==> config.mk <==
export PLATFORM = sky130hd
export DESIGN_NAME = clock_period_meter
export DESIGN_NICKNAME = d
export VERILOG_FILES = /design/src/rtl/clock_period_meter_pkg.sv /design/src/rtl/clock_period_meter_sync.sv /design/src/rtl/clock_period_meter.sv
export SDC_FILE = /design/constraint.sdc
export NUM_CORES = 1
export LEC_CHECK = 0
export CORE_MARGIN = 3
export CORE_UTILIZATION = 30
export DETAILED_ROUTE_END_ITERATION = 8
export PLACE_DENSITY_LB_ADDON = 0.08
export RECOVER_POWER = 25
export SLEW_MARGIN = 5
export SYNTH_ARGS = -nofsm -noshare
export SYNTH_HDL_FRONTEND = slang
export SYNTH_HIERARCHICAL = 1
export SYNTH_SLANG_ARGS = --single-unit
export TNS_END_PERCENT = 50
==> constraint.sdc <==
create_clock -name clk_25MHz -period 5.6 [get_ports clk_25MHz]
set_clock_uncertainty 0.05 [all_clocks]
set_input_delay 1.12 -clock clk_25MHz [delete_from_list [all_inputs] [get_ports clk_25MHz]]
set_output_delay 1.12 -clock clk_25MHz [all_outputs]
set_load 0.05 [all_outputs]
==> src/rtl/clock_period_meter_pkg.sv <==
// rtl/clock_period_meter_pkg.sv - shared state encoding and default clock constants
package clock_period_meter_pkg;

  typedef enum logic [1:0] {
    IDLE    = 2'd0,
    ARM     = 2'd1,
    MEASURE = 2'd2
  } state_t;

  localparam int CLK_HZ   = 25_000_000;
  localparam int CYC_1KHZ = 25_000;
  localparam int CYC_1HZ  = 25_000_000;

endpackage

==> src/rtl/clock_period_meter_sync.sv <==
// rtl/clock_period_meter_sync.sv - 2-flop synchronizer plus edge register for async inputs
module sync_rise_detect (
  input  logic clk,
  input  logic rst,
  input  logic din,
  output logic level,
  output logic rise
);

  logic meta;
  logic sync;
  logic prev;

  always_ff @(posedge clk) begin
    if (rst) begin
      meta <= 1'b0;
      sync <= 1'b0;
      prev <= 1'b0;
    end else begin
      meta <= din;
      sync <= meta;
      prev <= sync;
    end
  end

  assign level = sync;
  assign rise  = sync & ~prev;

endmodule

==> src/rtl/clock_period_meter.sv <==
// rtl/clock_period_meter.sv - measures period/high time of a slow strobe in system clock cycles
module clock_period_meter
  import clock_period_meter_pkg::*;
#(
  parameter int CNT_W           = 25,
  parameter int EXPECTED_CYCLES = 25000,
  parameter int TOL_CYCLES      = 2,
  parameter int TIMEOUT_CYCLES  = 50000
) (
  input  logic             clk_25MHz,
  input  logic             rst,
  input  logic             en,
  input  logic             sig_in,
  output logic [CNT_W-1:0] period_cycles,
  output logic [CNT_W-1:0] high_cycles,
  output logic             meas_valid,
  output logic             in_range,
  output logic             timeout,
  output logic [7:0]       meas_count
);

  localparam logic [CNT_W-1:0] EXP_C    = CNT_W'(EXPECTED_CYCLES);
  localparam logic [CNT_W-1:0] TOL_C    = CNT_W'(TOL_CYCLES);
  localparam logic [CNT_W-1:0] TMO_LAST = CNT_W'(TIMEOUT_CYCLES - 1);

  state_t           state;
  state_t           state_next;
  logic [CNT_W-1:0] cnt;
  logic [CNT_W-1:0] hcnt;
  logic [CNT_W-1:0] period_next;
  logic             level;
  logic             rise;

  sync_rise_detect u_sync (
    .clk   (clk_25MHz),
    .rst   (rst),
    .din   (sig_in),
    .level (level),
    .rise  (rise)
  );

  // Subtract in whichever order avoids unsigned underflow.
  function automatic logic within_tol(input logic [CNT_W-1:0] p);
    logic [CNT_W-1:0] diff;
    diff = (p >= EXP_C) ? (p - EXP_C) : (EXP_C - p);
    return diff <= TOL_C;
  endfunction

  assign period_next = cnt + CNT_W'(1);

  always_ff @(posedge clk_25MHz) begin
    if (rst) state <= IDLE;
    else     state <= state_next;
  end

  always_comb begin
    state_next = state;
    case (state)
      IDLE:    if (en) state_next = ARM;
      ARM: begin
        if (!en)       state_next = IDLE;
        else if (rise) state_next = MEASURE;
      end
      MEASURE: begin
        if (!en)                          state_next = IDLE;
        else if (!rise && cnt == TMO_LAST) state_next = ARM;
      end
      default: state_next = IDLE;
    endcase
  end

  always_ff @(posedge clk_25MHz) begin
    if (rst) begin
      cnt           <= '0;
      hcnt          <= '0;
      period_cycles <= '0;
      high_cycles   <= '0;
      meas_valid    <= 1'b0;
      in_range      <= 1'b0;
      timeout       <= 1'b0;
      meas_count    <= '0;
    end else begin
      meas_valid <= 1'b0;
      case (state)
        ARM: begin
          cnt  <= '0;
          hcnt <= (en && rise) ? CNT_W'(1) : '0;
        end
        MEASURE: begin
          // Disabling leaves results untouched; IDLE clears the counters next.
          if (en) begin
            if (rise) begin
              period_cycles <= period_next;
              high_cycles   <= hcnt;
              in_range      <= within_tol(period_next);
              meas_valid    <= 1'b1;
              meas_count    <= meas_count + 8'd1;
              timeout       <= 1'b0;
              cnt           <= '0;
              hcnt          <= CNT_W'(1);
            end else if (cnt == TMO_LAST) begin
              timeout  <= 1'b1;
              in_range <= 1'b0;
            end else begin
              cnt <= cnt + CNT_W'(1);
              if (level) hcnt <= hcnt + CNT_W'(1);
            end
          end
        end
        default: begin
          cnt  <= '0;
          hcnt <= '0;
        end
      endcase
    end
  end

endmodule
==> metrics.md <==
| Metric | Value |
|---|---|
| Fin crit period | `4.43 ns` |
| Placement Cell Area | `0.00733 sq mm` |
| Post-synthesis cell count | `846` |
| Post-Synth XOR/XNOR Area | `7.72%` |
| Routed vias/inst | `5.38` |
| Tot Pwr | `2.07 mW` |
| Compound-gate portion of the synthesized area | `20.3%` |
| Status | `finished, violations left` |
| Power density cells | `260 mW/mm^2` |
| Logic pwr share | `3.7%` |
| Clock sinks | `116` |
| Ys async rst share | `0%` |
| Core box area | `0.0213 sq mm` |
| Final instance area | `0.00795 sq mm` |
| Die height | `154 um` |
| Commonest non-fill, non-tap cells in the layout | `nor2_1 (121), dfxtp_1 (116), nand2_1 (94), a21oi_1 (67), nand3_1 (40)` |
| Area contributors post-synth | `dfxtp_1 (35%), nor2_1 (6.9%), nand2_1 (5.4%)` |
| Clk pwr share | `55.9%` |
| Total global-route track usage | `17.9%` |
| Dpl cells | `1129` |
| Clk pin slew, worst setup/hold paths | `0.06 ns` |
| First-pass iteration count of the detailed router | `5` |
| Max-Cap Viols | `1` |
| Via count | `6246` |
| Critical Path RT | `5.90 ns` |
| Seq/Total Area, Yosys | `35.4%` |
| Synth cell types | `80` |
| Area Growth Syn to Fin | `21.1%` |
| Detail Placement HPWL | `15.8 mm` |
| Residual DRC | `0` |
| Failing checks | `max-capacitance violations, max-slew violations` |
| WL/cell | `18.3 um` |
| Pin count of the biggest net entering global routing | `70` |
| First-pass GRT wire length | `33.8 mm` |
| Number of port buffers | `64` |
| Hold depth | `2` |
| Mapped Area | `0.00656 sq mm` |
| Switching Share | `24.2%` |
| Rel. slew slack | `-3.29%` |
| Crit Path Class | `register to register` |
| Max Slew Vio Count | `34` |
| Antenna violations before repair | `0` |
| Worst hold path class | `register to register` |
| Worst-Margin Slew | `1.55 ns` |
| Post-CTS Hold Fix Bufs | `0` |
| Syn_area_per_cell | `7.76 sq um` |
| DRT antenna net count | `0` |
| Synth area leader | `dfxtp_1` |
| CTS tree | `yes` |
| Nets@finish | `888` |
| Die area | `0.0237 sq mm` |
| Total wire length | `21.3 mm` |
| Largest family of logic cells by synthesized area | `simple AND/OR/NAND/NOR gates` |
| Simple-gate share of the synthesized area | `28.8%` |
| Critical Path AT | `4.73 ns` |
| CP Launch Type | `register` |
| CTS Buf Count | `17` |
| Leak | `2.68 nW` |
| Clock Root Buffer | `clkbuf_16` |
| VDD IR max | `0.175 mV` |
| IO Count | `65` |
| Starting Density | `30.8%` |
| Die width | `154 um` |
| Reg2reg path depth | `11` |
| GRT overflow | `0` |
| Clock buffer depth | `2` |
| Synthesis Warnings | `6` |
| Fill cells | `2203` |
| Post-cts resize count | `0` |
| Final number of hold-violating endpoints | `0` |
| # setup viols final | `0` |
| Reg power frac | `40.4%` |
| Fin crit share | `79.1%` |
| Yosys reg bits | `116` |
| Largest fanout on the critical path | `17` |
| Clock Latency Late Sink | `0.42 ns` |
| Setup Total Neg Slack | `0 ns` |
| Final non-filler cell total | `1161` |
| Post-synth EDFFs | `0` |
| Initial DRC Count | `352` |
| Row cnt | `53` |
| Util after Layout | `37.3%` |
| Commonest non-fill, non-tap cell in the layout | `nor2_1` |
| Layout cells sized above 1 | `7.67%` |
| Antenna cells | `0` |
| Int Pwr | `1.57 mW` |
| Psw | `0.500 mW` |
| F_max | `0.226 GHz` |
| Mux share of post-synthesis cell area | `0.477%` |
| Main synth FF type | `dfxtp_1` |
| Vias in the first global route | `6015` |
| Syn Nets | `861` |
| Post-CTS setup repair buffer count | `0` |
| Post-synthesis adder-cell area fraction | `2.10%` |
| CTS H-tree lvls | `4` |
| Yosys top cell area share | `35.4%` |
| Worst Setup End Kind | `register` |
| RSZ-0062 raised after global routing | `false` |
| Final GP Congestion | `0.915` |
[worst max-delay path, cell delays in order, from the launching register on]
cell       delay (ns)
dfxtp_1          0.67
ha_1             0.35
nand4_1          0.14
nor4_1           0.53
xor2_1           0.24
a211oi_1         0.55
and4b_1          0.52
nand2_1          0.26
a31o_2           0.26
a2111oi_0        0.51
nand4_1          0.15
o21ai_1          0.13
[Yosys cell counts (all sizes together), types with 5 or more instances]
| cell | n |
|---|---|
| and3 | 10 |
| or4 | 5 |
| nor2 | 121 |
| nand2 | 94 |
| nor4 | 12 |
| dfxtp | 116 |
| and2 | 7 |
| or2 | 6 |
| inv | 12 |
| xnor2 | 29 |
| nand4b | 5 |
| nor3 | 26 |
| nand4 | 18 |
| xor2 | 28 |
| and4 | 5 |
| nand2b | 5 |
| or3 | 11 |
| ha | 11 |
| a211oi | 27 |
| clkbuf | 42 |
| o21ai | 29 |
| nor2b | 8 |
| buf | 26 |
| a311oi | 7 |
| a22oi | 14 |
| nand3 | 40 |
| a21oi | 67 |
| a31oi | 9 |
[worst paths after layout]
kind,from,to,slack (ns)
setup reg to reg,cnt[0],in_range,1.17
hold reg to reg,high_cycles[1],high_cycles[1],0.40
setup / recovery,cnt[0],in_range,1.17
hold / removal,high_cycles[1],high_cycles[1],0.40
[cell type report]
cell class,instances,area [sq um],share of cell area [%]
clock buffers,17,425,5.35
clock inverters,15,195,2.46
inverters,12,45.0,0.567
flip-flops and latches,116,2320,29.2
repair buffers,76,721,9.07
well taps,275,344,4.33
multi-input cells,650,3900,49.0
[cells by family after synthesis]
| group | after synthesis |
|---|---|
| multiplexers | 3 |
| buffers and inverters | 80 |
| XOR/XNOR | 57 |
| adder cells (fa/ha/maj) | 11 |
| flip-flops | 116 |
| AND/OR/NAND/NOR | 383 |
| AO/OA/AOI/OAI | 196 |
[registers in the layout (all words and copies together), names as in the netlist]
| register | count |
|---|---|
| cnt | 25 |
| hcnt | 25 |
| high_cycles | 25 |
| in_range | 1 |
| meas_count | 8 |
| meas_valid | 1 |
| period_cycles | 25 |
| state | 2 |
| timeout | 1 |
| u_sync/level | 1 |
| u_sync/meta | 1 |
| u_sync/prev | 1 |
[per-stage QoR]
stage	hold WS, ns	worst slack, ns
6_report	0.400	1.17
5_1_grt	0.413	0.920
4_1_cts	0.405	1.18
3_5_place_dp	0.393	1.21
3_3_place_gp	0.384	1.38
2_1_floorplan	0.364	2.03
[routing by layer]
layer,up-vias,track usage (%),wire length [um]
met3,26,3.35,785
met2,157,29.7,10200
met1,2971,23.8,9930
met5,-,0,0
li1,3092,-,-
met4,0,5.38,388
[power by group through the flow]
stage	Combinational, mW	Sequential, mW	Clock [mW]
after floorplan	0.0499	0.856	0
after global placement	0.0769	0.853	0
after detailed placement	0.0780	0.853	0
after CTS	0.0786	0.835	1.19
after global routing	0.0859	0.835	1.22
final	0.0769	0.835	1.15
No activity file was read; power rests on OpenSTA's default activity.
